<file path="src/rtl/wb_ll_arbiter.sv">
// Long-latency writeback arbiter: round-robin pick among NUM_REQ result sources
// into one registered writeback port with stall backpressure and flush.
// Ports:
//   i_clk, i_rst_n    clock, async active-low reset
//   i_flush           drop the held writeback and suppress grants
//   i_req_ready/rd/tag/data  per-source result offer (flattened vectors)
//   o_req_grant       one-hot combinational grant, consumes the source result
//   i_wb_stall        downstream busy, hold o_wb_* while valid
//   o_wb_valid/we/rd/tag/data  registered writeback request
module wb_ll_arbiter #(
   parameter int NUM_REQ = 4,
   parameter int DATA_W  = 64,
   parameter int TAG_W   = 6,
   parameter int RD_W    = 5
) (
   input  logic                      i_clk,
   input  logic                      i_rst_n,
   input  logic                      i_flush,
   input  logic [NUM_REQ-1:0]        i_req_ready,
   input  logic [NUM_REQ*RD_W-1:0]   i_req_rd,
   input  logic [NUM_REQ*TAG_W-1:0]  i_req_tag,
   input  logic [NUM_REQ*DATA_W-1:0] i_req_data,
   output logic [NUM_REQ-1:0]        o_req_grant,
   input  logic                      i_wb_stall,
   output logic                      o_wb_valid,
   output logic                      o_wb_we,
   output logic [RD_W-1:0]           o_wb_rd,
   output logic [TAG_W-1:0]          o_wb_tag,
   output logic [DATA_W-1:0]         o_wb_data
);

   localparam int IW = (NUM_REQ > 1) ? $clog2(NUM_REQ) : 1;

   logic [IW-1:0]     last_q;
   logic [IW-1:0]     sel;
   logic [IW-1:0]     cand;
   logic              hit;
   logic              opp;
   logic              win;
   logic [RD_W-1:0]   sel_rd;
   logic [TAG_W-1:0]  sel_tag;
   logic [DATA_W-1:0] sel_data;
   int                idx;

   // Reset is folded in so the grant stays low while reset is held.
   assign opp = i_rst_n & ~i_flush & (~o_wb_valid | ~i_wb_stall);
   assign win = opp & hit;

   // First ready source searching upward from the one after last_grant.
   always_comb begin
      hit  = 1'b0;
      sel  = '0;
      cand = '0;
      idx  = 0;
      for (int k = 1; k <= NUM_REQ; k++) begin
         idx  = (int'(last_q) + k) % NUM_REQ;
         cand = IW'(idx);
         if (!hit && i_req_ready[cand]) begin
            hit = 1'b1;
            sel = cand;
         end
      end
   end

   always_comb begin
      o_req_grant = '0;
      if (win) o_req_grant[sel] = 1'b1;
   end

   assign sel_rd   = i_req_rd[int'(sel)*RD_W +: RD_W];
   assign sel_tag  = i_req_tag[int'(sel)*TAG_W +: TAG_W];
   assign sel_data = i_req_data[int'(sel)*DATA_W +: DATA_W];

   always_ff @(posedge i_clk or negedge i_rst_n) begin
      if (!i_rst_n) begin
         o_wb_valid <= 1'b0;
         o_wb_we    <= 1'b0;
         o_wb_rd    <= '0;
         o_wb_tag   <= '0;
         o_wb_data  <= '0;
         last_q     <= IW'(NUM_REQ - 1);
      end else if (i_flush) begin
         o_wb_valid <= 1'b0;
         o_wb_we    <= 1'b0;
      end else if (win) begin
         o_wb_valid <= 1'b1;
         o_wb_we    <= (sel_rd != '0);
         o_wb_rd    <= sel_rd;
         o_wb_tag   <= sel_tag;
         o_wb_data  <= sel_data;
         last_q     <= sel;
      end else if (opp) begin
         o_wb_valid <= 1'b0;
         o_wb_we    <= 1'b0;
      end
   end

endmodule

</file>
<file path="config.mk">
export PLATFORM = sky130hd
export DESIGN_NAME = wb_ll_arbiter
export DESIGN_NICKNAME = d
export VERILOG_FILES = /design/src/rtl/wb_ll_arbiter.sv
export SDC_FILE = /design/constraint.sdc
export NUM_CORES = 1
export LEC_CHECK = 0
export CAP_MARGIN = 20
export CORE_AREA = 3 3 151 153
export DETAILED_ROUTE_END_ITERATION = 7
export DIE_AREA = 0 0 154 156
export GPL_ROUTABILITY_DRIVEN = 0
export HOLD_SLACK_MARGIN = 0.08
export SLEW_MARGIN = 20
export SYNTH_ARGS = -nofsm -noshare
export SYNTH_HDL_FRONTEND = slang
export SYNTH_SLANG_ARGS = --single-unit
</file>
<file path="constraint.sdc">
create_clock -name i_clk -period 2.7 [get_ports i_clk]
set_input_delay 0.54 -clock i_clk [delete_from_list [all_inputs] [get_ports i_clk]]
set_output_delay 0.54 -clock i_clk [all_outputs]
set_load 0.05 [all_outputs]
</file>
==> reports/metrics.csv, run 1 <==
metric;value;unit
# fillers;2118;
final cycle utilization of the critical path;0.982;
chip width;154;um
Avg Cell Area, Syn;8.30;um^2
CTS Buffer Depth;2;
Fin Clk Skew;0.00499;ns
fmax;0.377;GHz
starting density of the core;0.251;
Yosys warnings;0;
final hold vios;0;
worst vdd ir;0.000369;V
largest area contributor in the netlist;dfrtp_1;
CTS tree;built;
Post-Synth XOR/XNOR Area;0;
# IOs;389;
synthesized flop and latch total;79;
post-synthesis adder-cell area fraction;0;
Clock Sinks;79;
main combinational cell family by area after synthesis;compound AO/OA/AOI/OAI gates;
number of global-route vias before repair;6884;
total gr overflow;0;
CTS clk-pin slew, worst paths;0.06;ns
post-synthesis sequential area ratio;0.364;
vias per cell;5.10;
# nets final;1354;
unrepaired setup endpoints after global routing;true;
Final setup violation count;0;
maxcap violations;0;
post-synthesis mux area share;0.00552;
CP cell instances;clkdlybuf4s50_1, or4_1, nand2b_4, nor3_2, buf_12;
half-perimeter wire length after placement;20400;um
H-tree depth;3;
Pre-antenna DRT Iters;4;
top-count cell post-synth;nand2_1;
Slew headroom;0.561;
Synth area leaders;dfrtp_1 (35%), a311oi_1 (11%), nand2_1 (11%);
Die Area;24000;um^2
final instance area;10300;um^2
top-area cell type share of the netlist area;0.354;
Slew Limit Fails;0;
endpoint class of the critical path;output port;
Finished Layout Cells;1329;
Ant. Diodes;0;
status;finished clean;
Hold WC Path Type;input pin to async pin;
synthesized area;5440;um^2
Tightest Pin Transition;0.659;ns
later-pin clock latency in the skew report;0.34;ns
simple logic cell fraction of the synthesized area;0.227;
initial DRC count;461;
largest net degree at the start of global routing;60;
post-layout minimum cycle time;2.65;ns
initial antenna violation count;1;
post-synthesis cell type count;38;
GR Util All Layers;0.209;
worst-path fanout max;6;
placed cells;1313;
post-synthesis cell count;656;
DR vias;6773;
Critical Path Max Stage Delay;0.64;ns
Post-Syn Nets;964;
critical path data required time;2.16;ns
Commonest cells post-synth;nand2_1 (158), dfrtp_1 (77), and3_1 (74);
DR WL/cell;19.7;um
Arrival @ worst endpoint;2.11;ns
CTS root buf;clkbuf_16;
CP Class;input pin to output port;
CTS Buf Count;9;
die height;156;um
async set-reset flop share out of synthesis;1.00;
WL final;26200;um
reg2reg path depth;8;
Worst setup SP type;input pin;
dpl cell area;9980;um^2
Compound-Gate Fraction of Synth Area;0.343;
ys flop type;dfrtp_1;
Worst path slowest cell;or4_1;
core area;21700;um^2
Antenna Nets Post-Route;0;
share of post-route cells with drive strength above 1;0.0934;
port buffer count;388;
DRC;0;
P&R area growth vs syn;89.9;%
Row Count;54;
Power Dens Cells;748;nW/um^2
first-pass GRT wire length;39700;um
Post-synth EDFFs;0;
Pleak;0.00466;uW
==> state kept, by name (all words and copies together), names as in the netlist <==
register,count
o_wb_rd,5
o_wb_tag,6
o_wb_data,64
last_q,2
o_wb_we,1
o_wb_valid,1
==> placed cells by master (no fill, tap or decap), drive strengths merged, types with 2 or more instances in the layout <==
cell type	n
nor2	5
nand3	12
nor2b	2
dfstp	2
mux2i	3
inv	2
nor3	3
and3	75
a31oi	2
nand2b	4
nor3b	2
nand2	159
a211o	4
bufinv	2
a21o	71
a21oi	4
a311oi	70
a221oi	2
o21ai	8
dfrtp	77
buf	69
clkdlybuf4s50	382
a211oi	70
clkbuf	11
==> where the power goes <==
part | internal [uW] | leakage, uW | switching, uW | total (uW)
sequential | 1560 | 0.000973 | 240 | 1800
combinational | 1850 | 0.00353 | 2750 | 4600
clock | 850 | 0.000154 | 489 | 1340
total | 4250 | 0.00466 | 3480 | 7730
==> worst max-delay path, delay by kind of cell <==
kind | cells | cell delay, ns
buffers and inverters | 2 | 0.68
and+or+nand+nor | 3 | 0.89
==> routing by layer <==
metal / vias to the layer above / track usage / part of all wire
li1: 3248 / - / -
met1: 3170 / 0.257 / 0.41
met2: 320 / 0.353 / 0.48
met3: 33 / 0.0607 / 0.088
met4: 2 / 0.0681 / 0.024
met5: - / 0 / 0.00050
==> path summary, 6_finish.rpt <==
check,startpoint,end,slack [ns]
hold / removal,i_rst_n,o_wb_data[11]$_DFFE_PN0P_,0.29
hold reg to reg,o_wb_data[39]$_DFFE_PN0P_,o_wb_data[39]$_DFFE_PN0P_,0.48
setup reg to reg,last_q[1]$_DFFE_PN1P_,o_wb_data[8]$_DFFE_PN0P_,0.35
max in group asynchronous,i_rst_n,o_wb_data[54]$_DFFE_PN0P_,1.38
min in group i_clk,o_wb_data[39]$_DFFE_PN0P_,o_wb_data[39]$_DFFE_PN0P_,0.48
setup / recovery,i_req_ready[1],o_req_grant[2],0.05
==> cell families after synthesis <==
logic type / count (synthesis)
AO/OA/AOI/OAI: 236
buffers and inverters: 75
flip-flops: 79
multiplexers: 3
AND/OR/NAND/NOR: 263
==> through the flow <==
step | setup WS, ns | util | TNS (ns) | total power [uW] | hold WS (ns)
2_1_floorplan | -0.413 | - | -0.988 | 4440 | 0.244
3_3_place_gp | -0.137 | 0.460 | -1.25 | 6400 | 0.459
3_5_place_dp | -0.172 | 0.460 | -2.24 | 6430 | 0.464
4_1_cts | 0.00210 | 0.476 | 0 | 7820 | 0.295
5_1_grt | -0.0230 | 0.477 | -0.0354 | 8170 | 0.319
6_report | 0.0495 | 0.477 | 0 | 7730 | 0.289
==> cell type report <==
type / instances / area [um^2] / area share
Clock inverter: 3 / 67.6 / 0.00654
Inverter: 2 / 7.51 / 0.000726
Tap cell: 280 / 350 / 0.0339
Sequential cell: 79 / 1980 / 0.191
Timing Repair Buffer: 452 / 4490 / 0.434
Clock buffer: 11 / 253 / 0.0244
Multi-Input combinational cell: 502 / 3190 / 0.309
==> timing repair <==
| item | CTS | global route |
|---|---|---|
| gates cloned | 0 | 0 |
| gates resized for setup | 3 | 4 |
| setup endpoints to repair | 3 | 4 |
| hold buffers | 0 | 0 |
| pin swaps | 0 | 0 |
| setup buffers | 2 | 0 |
No activity file was read; power rests on OpenSTA's default activity.
==> run 2, diff against run 1 <==
Settings changed: SLEW_MARGIN 20 to unset.
==> results of run 2 <==
The final DEF is identical to that of run 1; final timing and power are the same.
==> run 3, diff against run 2 <==
Settings changed: CTS_BUF_LIST set to sky130_fd_sc_hd__clkbuf_4 sky130_fd_sc_hd__clkbuf_8 sky130_fd_sc_hd__clkbuf_16, CTS_CLUSTER_SIZE set to 40.
==> results of run 3 <==
The final DEF is identical to that of run 1; final timing and power are the same.
